[src/rtl/mmio_uart_bridge.sv]
// Memory-map controller: decodes core data-bus accesses to RAM, GPIO and
// NUM_CH UART channels, each with an RX FIFO, sticky error flags and a TX launch FSM.
module mmio_uart_bridge #(
  parameter int unsigned DATA_WIDTH    = 32,
  parameter int unsigned ADDR_WIDTH    = 32,
  parameter int unsigned NUM_CH        = 2,
  parameter int unsigned FIFO_DEPTH    = 4,
  parameter logic [31:0] GPIO_OUT_ADDR = 32'h10010024,
  parameter logic [31:0] GPIO_IN_ADDR  = 32'h10010028,
  parameter logic [31:0] UART_BASE     = 32'h10010030
) (
  input  logic                    clk,
  input  logic                    rst,
  input  logic                    re,
  input  logic                    we,
  input  logic [ADDR_WIDTH-1:0]   A,
  input  logic [DATA_WIDTH-1:0]   WD,
  input  logic [DATA_WIDTH-1:0]   ReadRAM,
  input  logic [DATA_WIDTH-1:0]   ReadGPIO,
  input  logic [NUM_CH-1:0]       rx_valid,
  input  logic [8*NUM_CH-1:0]     rx_byte,
  input  logic [NUM_CH-1:0]       rx_parity_err,
  input  logic [NUM_CH-1:0]       tx_busy,
  output logic                    weRAM,
  output logic                    weGPIO,
  output logic [DATA_WIDTH-1:0]   AddrRAM,
  output logic [DATA_WIDTH-1:0]   DataRAM,
  output logic [DATA_WIDTH-1:0]   DataGPIO,
  output logic [NUM_CH-1:0]       tx_start,
  output logic [8*NUM_CH-1:0]     tx_byte,
  output logic                    irq,
  output logic [DATA_WIDTH-1:0]   RD
);
  localparam int unsigned PW  = $clog2(FIFO_DEPTH);
  localparam int unsigned CW  = PW + 1;
  localparam int unsigned WIN = 16 * NUM_CH;

  typedef enum logic [1:0] {S_IDLE, S_START, S_WAIT_BUSY, S_WAIT_DONE} tx_state_t;

  logic [ADDR_WIDTH-1:0] uart_off;
  logic [3:0]            reg_off;
  logic                  hit_gpio_out, hit_gpio_in, hit_uart, hit_ram;
  logic [NUM_CH-1:0]     ch_sel;

  logic [7:0]    fifo_mem [NUM_CH][FIFO_DEPTH];
  logic [PW-1:0] rd_ptr_q [NUM_CH];
  logic [PW-1:0] wr_ptr_q [NUM_CH];
  logic [CW-1:0] count_q  [NUM_CH];
  logic [NUM_CH-1:0] ovr_q, par_q;

  logic [NUM_CH-1:0] not_empty, full, pop, push_ok, stat_rd, txd_ld, launch, tx_active;

  tx_state_t state_q  [NUM_CH];
  tx_state_t state_d  [NUM_CH];
  logic [1:0] wb_cnt_q [NUM_CH];
  logic [1:0] wb_cnt_d [NUM_CH];
  logic [7:0] tx_hold_q [NUM_CH];

  // Address decode in priority order: GPIO out, GPIO in, UART windows, RAM
  always_comb begin
    uart_off     = A - ADDR_WIDTH'(UART_BASE);
    reg_off      = uart_off[3:0];
    hit_gpio_out = (A == ADDR_WIDTH'(GPIO_OUT_ADDR));
    hit_gpio_in  = !hit_gpio_out && (A == ADDR_WIDTH'(GPIO_IN_ADDR));
    hit_uart     = !hit_gpio_out && !hit_gpio_in &&
                   (A >= ADDR_WIDTH'(UART_BASE)) && (uart_off < ADDR_WIDTH'(WIN));
    hit_ram      = !hit_gpio_out && !hit_gpio_in && !hit_uart &&
                   (A[ADDR_WIDTH-1 -: 16] == 16'h1001);
    ch_sel = '0;
    for (int n = 0; n < NUM_CH; n++)
      ch_sel[n] = hit_uart && (uart_off[ADDR_WIDTH-1:4] == (ADDR_WIDTH-4)'(n));
  end

  // Pass-through bus signals and write enables
  always_comb begin
    weGPIO   = we && hit_gpio_out;
    weRAM    = we && hit_ram;
    AddrRAM  = DATA_WIDTH'(A);
    DataRAM  = WD;
    DataGPIO = WD;
  end

  // Per-channel access strobes derived from the current bus cycle
  always_comb begin
    not_empty = '0; full = '0; pop = '0; push_ok = '0;
    stat_rd = '0; txd_ld = '0; launch = '0;
    for (int n = 0; n < NUM_CH; n++) begin
      not_empty[n] = (count_q[n] != '0);
      full[n]      = (count_q[n] == CW'(FIFO_DEPTH));
      pop[n]       = re && ch_sel[n] && (reg_off == 4'h0) && not_empty[n];
      push_ok[n]   = rx_valid[n] && (!full[n] || pop[n]);
      stat_rd[n]   = re && ch_sel[n] && (reg_off == 4'h8);
      txd_ld[n]    = we && ch_sel[n] && (reg_off == 4'h4) && (state_q[n] == S_IDLE);
      launch[n]    = we && ch_sel[n] && (reg_off == 4'hC) && (WD != '0) &&
                     (state_q[n] == S_IDLE);
    end
  end

  // Read data mux; zero whenever re is low or the address is unmapped
  always_comb begin
    RD = '0;
    if (re) begin
      if (hit_gpio_in) RD = ReadGPIO;
      else if (hit_ram) RD = ReadRAM;
      else begin
        for (int n = 0; n < NUM_CH; n++) begin
          if (ch_sel[n]) begin
            case (reg_off)
              4'h0:    RD = not_empty[n] ? DATA_WIDTH'(fifo_mem[n][rd_ptr_q[n]]) : '0;
              4'h8:    RD = DATA_WIDTH'({tx_active[n], par_q[n], ovr_q[n], full[n], not_empty[n]});
              4'hC:    RD = DATA_WIDTH'(tx_active[n]);
              default: RD = '0;
            endcase
          end
        end
      end
    end
  end

  // FIFO storage; occupancy is tracked by the pointer/count registers
  always_ff @(posedge clk) begin
    for (int n = 0; n < NUM_CH; n++)
      if (push_ok[n]) fifo_mem[n][wr_ptr_q[n]] <= rx_byte[8*n +: 8];
  end

  // FIFO pointers, count and sticky flags; a same-cycle set beats read-clear
  always_ff @(posedge clk) begin
    if (rst) begin
      for (int n = 0; n < NUM_CH; n++) begin
        rd_ptr_q[n] <= '0;
        wr_ptr_q[n] <= '0;
        count_q[n]  <= '0;
      end
      ovr_q <= '0;
      par_q <= '0;
    end else begin
      for (int n = 0; n < NUM_CH; n++) begin
        if (push_ok[n]) wr_ptr_q[n] <= wr_ptr_q[n] + PW'(1);
        if (pop[n])     rd_ptr_q[n] <= rd_ptr_q[n] + PW'(1);
        count_q[n] <= count_q[n] + CW'(push_ok[n]) - CW'(pop[n]);
        if (rx_valid[n] && full[n] && !pop[n]) ovr_q[n] <= 1'b1;
        else if (stat_rd[n])                   ovr_q[n] <= 1'b0;
        if (rx_valid[n] && rx_parity_err[n])   par_q[n] <= 1'b1;
        else if (stat_rd[n])                   par_q[n] <= 1'b0;
      end
    end
  end

  // TX FSM state register, timeout counter and holding register
  always_ff @(posedge clk) begin
    if (rst) begin
      for (int n = 0; n < NUM_CH; n++) begin
        state_q[n]   <= S_IDLE;
        wb_cnt_q[n]  <= '0;
        tx_hold_q[n] <= '0;
      end
    end else begin
      for (int n = 0; n < NUM_CH; n++) begin
        state_q[n]  <= state_d[n];
        wb_cnt_q[n] <= wb_cnt_d[n];
        if (txd_ld[n]) tx_hold_q[n] <= WD[7:0];
      end
    end
  end

  // TX FSM next state; WAIT_BUSY gives up after four cycles without tx_busy
  always_comb begin
    for (int n = 0; n < NUM_CH; n++) begin
      state_d[n]  = state_q[n];
      wb_cnt_d[n] = '0;
      case (state_q[n])
        S_IDLE:      if (launch[n]) state_d[n] = S_START;
        S_START:     state_d[n] = S_WAIT_BUSY;
        S_WAIT_BUSY: begin
          if (tx_busy[n])              state_d[n] = S_WAIT_DONE;
          else if (wb_cnt_q[n] == 2'd3) state_d[n] = S_IDLE;
          else                          wb_cnt_d[n] = wb_cnt_q[n] + 2'd1;
        end
        S_WAIT_DONE: if (!tx_busy[n]) state_d[n] = S_IDLE;
        default:     state_d[n] = S_IDLE;
      endcase
    end
  end

  // TX FSM outputs decoded from the state register
  always_comb begin
    tx_start  = '0;
    tx_active = '0;
    tx_byte   = '0;
    for (int n = 0; n < NUM_CH; n++) begin
      tx_start[n]       = (state_q[n] == S_START);
      tx_active[n]      = (state_q[n] != S_IDLE);
      tx_byte[8*n +: 8] = tx_hold_q[n];
    end
  end

  // Interrupt registered from the pending conditions of all channels
  always_ff @(posedge clk) begin
    if (rst) irq <= 1'b0;
    else     irq <= |(not_empty | ovr_q | par_q);
  end

endmodule

[config.mk]
export PLATFORM = sky130hd
export DESIGN_NAME = mmio_uart_bridge
export DESIGN_NICKNAME = d
export VERILOG_FILES = /design/src/rtl/mmio_uart_bridge.sv
export SDC_FILE = /design/constraint.sdc
export NUM_CORES = 1
export LEC_CHECK = 0
export ABC_AREA = 1
export CORE_ASPECT_RATIO = 0.7
export CORE_MARGIN = 1
export CORE_UTILIZATION = 30
export DETAILED_ROUTE_END_ITERATION = 10
export PLACE_DENSITY = 0.63
export SLEW_MARGIN = 20
export SYNTH_ARGS = -nofsm -noshare
export SYNTH_HDL_FRONTEND = slang
export SYNTH_SLANG_ARGS = --single-unit
[constraint.sdc]
create_clock -name clk -period 4.2 [get_ports clk]
set_input_delay 0.42 -clock clk [delete_from_list [all_inputs] [get_ports clk]]
set_output_delay 0.42 -clock clk [all_outputs]
set_load 0.05 [all_outputs]
# Word-level counts from Yosys, hierarchy flattened
# Memory sizes are Yosys's and may differ from the RTL's.
# Cells that the tools add are included.
# Widths: inputs -> output; s select.
[classes]
n_eq_ne = 17
addsub = 11
magnitude_cmp = 8
bitwise = 18
n_reduce_logical = 63
n_mux = 76
[op_table]
columns = ["cell", "n"]
rows = [
  ["$mux 32", 6],
  ["$mux 8", 11],
  ["$eq 32x29->1 const B", 2],
  ["$pmux 8 s3", 2],
  ["$mux 2", 22],
  ["$logic_and 1x1->1", 40],
  ["$bmux 8 s2", 2],
  ["$demux 8 s2", 2],
  ["$ge 32x29->1 const B", 1],
  ["$lt 32x6->1 const B", 1],
  ["$reduce_bool 32->1", 1],
  ["$sub 32x29->32 const B", 1],
  ["$eq 28x1->1 const B", 1],
  ["$logic_not 28->1", 1],
  ["$mux 1", 27],
  ["$eq 16x13->1 const B", 1],
  ["$pmux 2 s4", 2],
  ["$add 2x1->2 const B", 6],
  ["$eq 2x2->1 const B", 6],
  ["$ge 3x3->1 const B", 4],
  ["$not 2->3", 4],
  ["$or 1x1->1", 12],
  ["$reduce_bool 2->1", 6],
  ["$eq 4x4->1 const B", 2],
  ["other kinds (14)", 30],
]
[word_totals]
reg_bits = 5
ramBits = 102
memories = 7
input_bits = 154
elab_cells = 205
[mem_list]
columns = ["name", "words", "word_bits", "rd", "rd_clocked_by_memory_dff", "write_ports", "line", "rtl"]
rows = [
  ["fifo_mem", 2, 32, 2, 0, 2, "45", "logic [7:0] fifo_mem [NUM_CH][FIFO_DEPTH];"],
  ["tx_hold_q", 2, 8, 2, 0, 2, "57", "logic [7:0] tx_hold_q [NUM_CH];"],
  ["count_q", 2, 3, 2, 0, 2, "48", "logic [CW-1:0] count_q [NUM_CH];"],
  ["rd_ptr_q", 2, 2, 2, 0, 2, "46", "logic [PW-1:0] rd_ptr_q [NUM_CH];"],
  ["state_q", 2, 2, 2, 0, 2, "53", "tx_state_t state_q [NUM_CH];"],
  ["wb_cnt_q", 2, 2, 2, 0, 2, "55", "logic [1:0] wb_cnt_q [NUM_CH];"],
  ["1 more memories", "-", "-", "-", "-", "-", "-", ""],
]

# Logic depth before layout (Yosys ltp)
[logic_depth]
depth_word = 17
mapped_depth = 25
depth_no_buf = 25

# Worst setup path before layout
# Ideal clock, no wire load.
[synth_timing]
path_type = "input port to output port"
start = "input A[4]"
end = "output RD[5]"
path_stages = 19
required_time_ps = 3780
path_slack_ps = 920
arrival_ps = 2860
path_cell_list = "ha_1 inv_1 nand2_2 nor2_4 nand2_2 nand2_1 nand2_1 nor2_1 nand2_1 nor2_4 nand2_2 nor3_4 nand2_4 nor2_4 buf_8 nand3_1 nand2_1 nor2_1 nor2_1"
[synth_via]
elab_chain_len = 13
[synth_lines]
columns = ["item", "line", "rtl"]
rows = [
  ["start: declaration", "16", "input logic [ADDR_WIDTH-1:0] A,"],
  ["parallel branches: the longest is 11 deep, another holds $sub 32x29->32", "-", ""],
  ["$mux 32 *", "103", "if (hit_gpio_in) RD = ReadGPIO;"],
  ["$mux 32 *", "102", "if (re) begin"],
  ["end: declaration", "32", "output logic [DATA_WIDTH-1:0] RD"],
]
# Mark *: on every way between the ends.

# Worst setup path after layout
[layout_timing]
start = "input A[19]"
end = "output RD[2]"
# Same word-level chain as after synthesis.

==> qor.yml <==
holdWs_ps: 422
commonest_cells_after_routing_fill_and_taps_aside: "clkdlybuf4s50_1 (268), nand2_1 (200), nor2_1 (127), inv_1 (102), edfxtp_1 (88)"
fin_worst_skew_ps: 16.4
synth_top_cell_by_area: "edfxtp_1"
synthesis.nets: 1162
max_cap_viol_count: 0
dp_worst_setup_slack_ps: 120
floorplan.die_area_um2: 26000
ys.flop_type: "edfxtp_1"
number_of_enable_type_register_cells_in_the_synthesized_netlist: 88
via_count: 7450
synthesis.area_um2: 7610
place_congestion: 0.978
worstPathArrival_ps: 3530
clock_tree_from_tritoncts: "done"
io_pins: 303
std_cell_rows: 48
max_slew_margin: 0.470
pin_count_of_the_biggest_net_entering_global_routing: 43
routed_wl_mm: 25.9
cts-buffers-inserted: 9
holdCritPathClass: "flop to flop"
synthesis.yosys.warnings: 0
wire_length_of_the_first_global_routing_pass_mm: 38.2
coreArea_um2: 24700
cts_root_buffer: "clkbuf_16"
hpwl_mm: 21.2
worstMarginPinSlew_ps: 794
layout-drive-gt1-share: 0.102
syn_inst: 988
number_of_routed_nets_with_antenna_violations: 0
synth-async-reset-ratio: 0
postCtsSetupBuffers: 0
power_density_nw_per_um2: 282
area_share_of_the_largest_cell_type_after_synthesis: 0.347
fill_count: 2408
die_width_um: 192
post-route-drc-count: 0
synth_sequential_area_ratio: 0.397
result_of_the_run: "finished clean"
die_height_um: 135
clockBufferDepth: 2
port-buffer-count: 302
cp_data_required_time_ps: 3780
cts-htree-levels: 3
postLayoutSetupSlackWorst_ps: 251
max_clock_freq_mhz: 253
syn_avg_cell_area_um2: 7.70
final_max_slew_viol_count: 0
first_global_vias: 6897
overflow: 0
holdBufCountCts: 0
yosys.cell_types.count: 44
initial_core_util: 0.307
yosys_register_bits: 107
first_pass_iters: 8
nets: 1390
fin_tns_setup_ps: 0
grt.total_usage: 0.193
layout_commonest_cell: "clkdlybuf4s50_1"
p_leak_nw: 4.38
setup_violations: 0
path_class: "input port to output pin"
crit_path_launch_type: "input port"
initialDrtViolationCount: 558
synthTopCellsByArea: "edfxtp_1 (35%), nand2_1 (9.9%), buf_4 (9.7%)"
antenna_found_initial: 3
clk_pin_slew_worst_paths_ps: 80
area_growth_pct: 46.6
final_critical_path_share_of_the_clock_period: 0.940
crit_path_max_fanout: 42
clk_latency_ps: 350
hold_viol_final: 0
vdd_drop_max_uv: 183
final_worst_path_period_need_ps: 3950
routedWlPerCell_um: 16.7
finalCoreUtilization: 0.451
critPathCaptureType: "output pin"
rsz0062_at_grt: "false"
viasPerCell: 4.81
numClockSinks: 107
==> power breakdown <==
| part | internal, W | total [W] | switching [W] |
|---|---|---|---|
| Combinational | 0.000364 | 0.000948 | 0.000585 |
| Sequential | 0.00126 | 0.00132 | 0.0000587 |
| Clock | 0.000436 | 0.000872 | 0.000435 |
==> metrics by stage <==
step | cells | cell area [um^2] | power (W)
after floorplan | 988 | 7610 | 0.00191
after global placement | 1530 | 10800 | 0.00228
after detailed placement | 1530 | 10800 | 0.00229
after CTS | 1546 | 11100 | 0.00316
after global routing | 1549 | 11100 | 0.00329
final | 1549 | 11100 | 0.00314
==> final cells by class <==
type / count / area [um^2] / area share
Timing Repair Buffer: 337 / 3630 / 0.326
Multi-Input combinational cell: 655 / 3360 / 0.301
Sequential cell: 107 / 3020 / 0.271
Tap cell: 325 / 407 / 0.0365
Inverter: 106 / 400 / 0.0359
Clock buffer: 9 / 225 / 0.0202
Clock inverter: 7 / 96.3 / 0.00864
Antenna cell: 3 / 7.51 / 0.000673
==> worst paths after layout <==
check,endpoint,from,slack [ps],cells after the start
worst min-delay path,wb_cnt_q[0][0],wb_cnt_q[0][0],420,1
worst min register to register,wb_cnt_q[0][0],wb_cnt_q[0][0],420,1
worst max register to register,count_q[0][5],count_q[0][4],1520,12
worst max-delay path,RD[2],A[19],250,14
==> cells by family (layout without fill, tap and decap cells) <==
logic type	count (synthesis)	after routing	share of synthesized area
simple gates	492	492	0.292
xor+xnor	9	9	0.0128
flops	107	107	0.397
fa+ha+maj	20	20	0.0349
compound gates	134	134	0.101
other cells	0	3	0
buf+inv	226	459	0.162
==> worst max-delay path, cell delays in order <==
cell and delay (ps):
clkdlybuf4s50_1 580, inv_1 140, nand2_1 120, nor2_2 240
nand2_1 100, nor2_1 410, nand2_2 100, buf_4 290
nand3_1 120, inv_1 60, a21oi_1 280, nand3_1 270
a21oi_2 240, buf_12 160
==> cells in the mapped netlist, types with 2 or more instances <==
library cell	number
buf_1	2
inv_2	3
o22ai_1	15
xnor2_1	4
o21ai_0	46
a21oi_2	4
buf_2	2
inv_1	102
nand2_4	4
nand2_2	6
nor2_1	130
dfxtp_1	19
nor2_4	8
a22oi_1	3
nor2_2	5
fa_1	2
nand3b_1	4
nand4_1	22
xor2_1	4
nor3_1	11
nand3_1	86
a22o_1	3
a21boi_1	6
buf_4	98
ha_1	18
a21oi_1	48
nor4_1	11
clkbuf_1	17
nand2_1	200
edfxtp_1	88
a31oi_1	4
==> layer usage <==
metal  track usage  vias to the layer above  wire, um
met5             0                        -         0
met4        0.0547                        0       433
met3        0.0269                       25      1880
met2         0.310                      304     11800
met1         0.269                     3447     11700
li1              -                     3674         -
==> state kept, by name, summed over array words and instances, names as in the netlist <==
register   count
rd_ptr_q       4
state_q        4
irq            1
tx_hold_q     16
wb_cnt_q       4
count_q        6
fifo_mem      64
ovr_q          2
wr_ptr_q       4
par_q          2
==> repair_timing <==
item,4_1_cts,5_1_grt
gates resized for setup,0,5
endpoints found under the setup margin,0,5
endpoints found under the hold margin,0,0
Note: power is estimated with default switching activity, not from simulation.
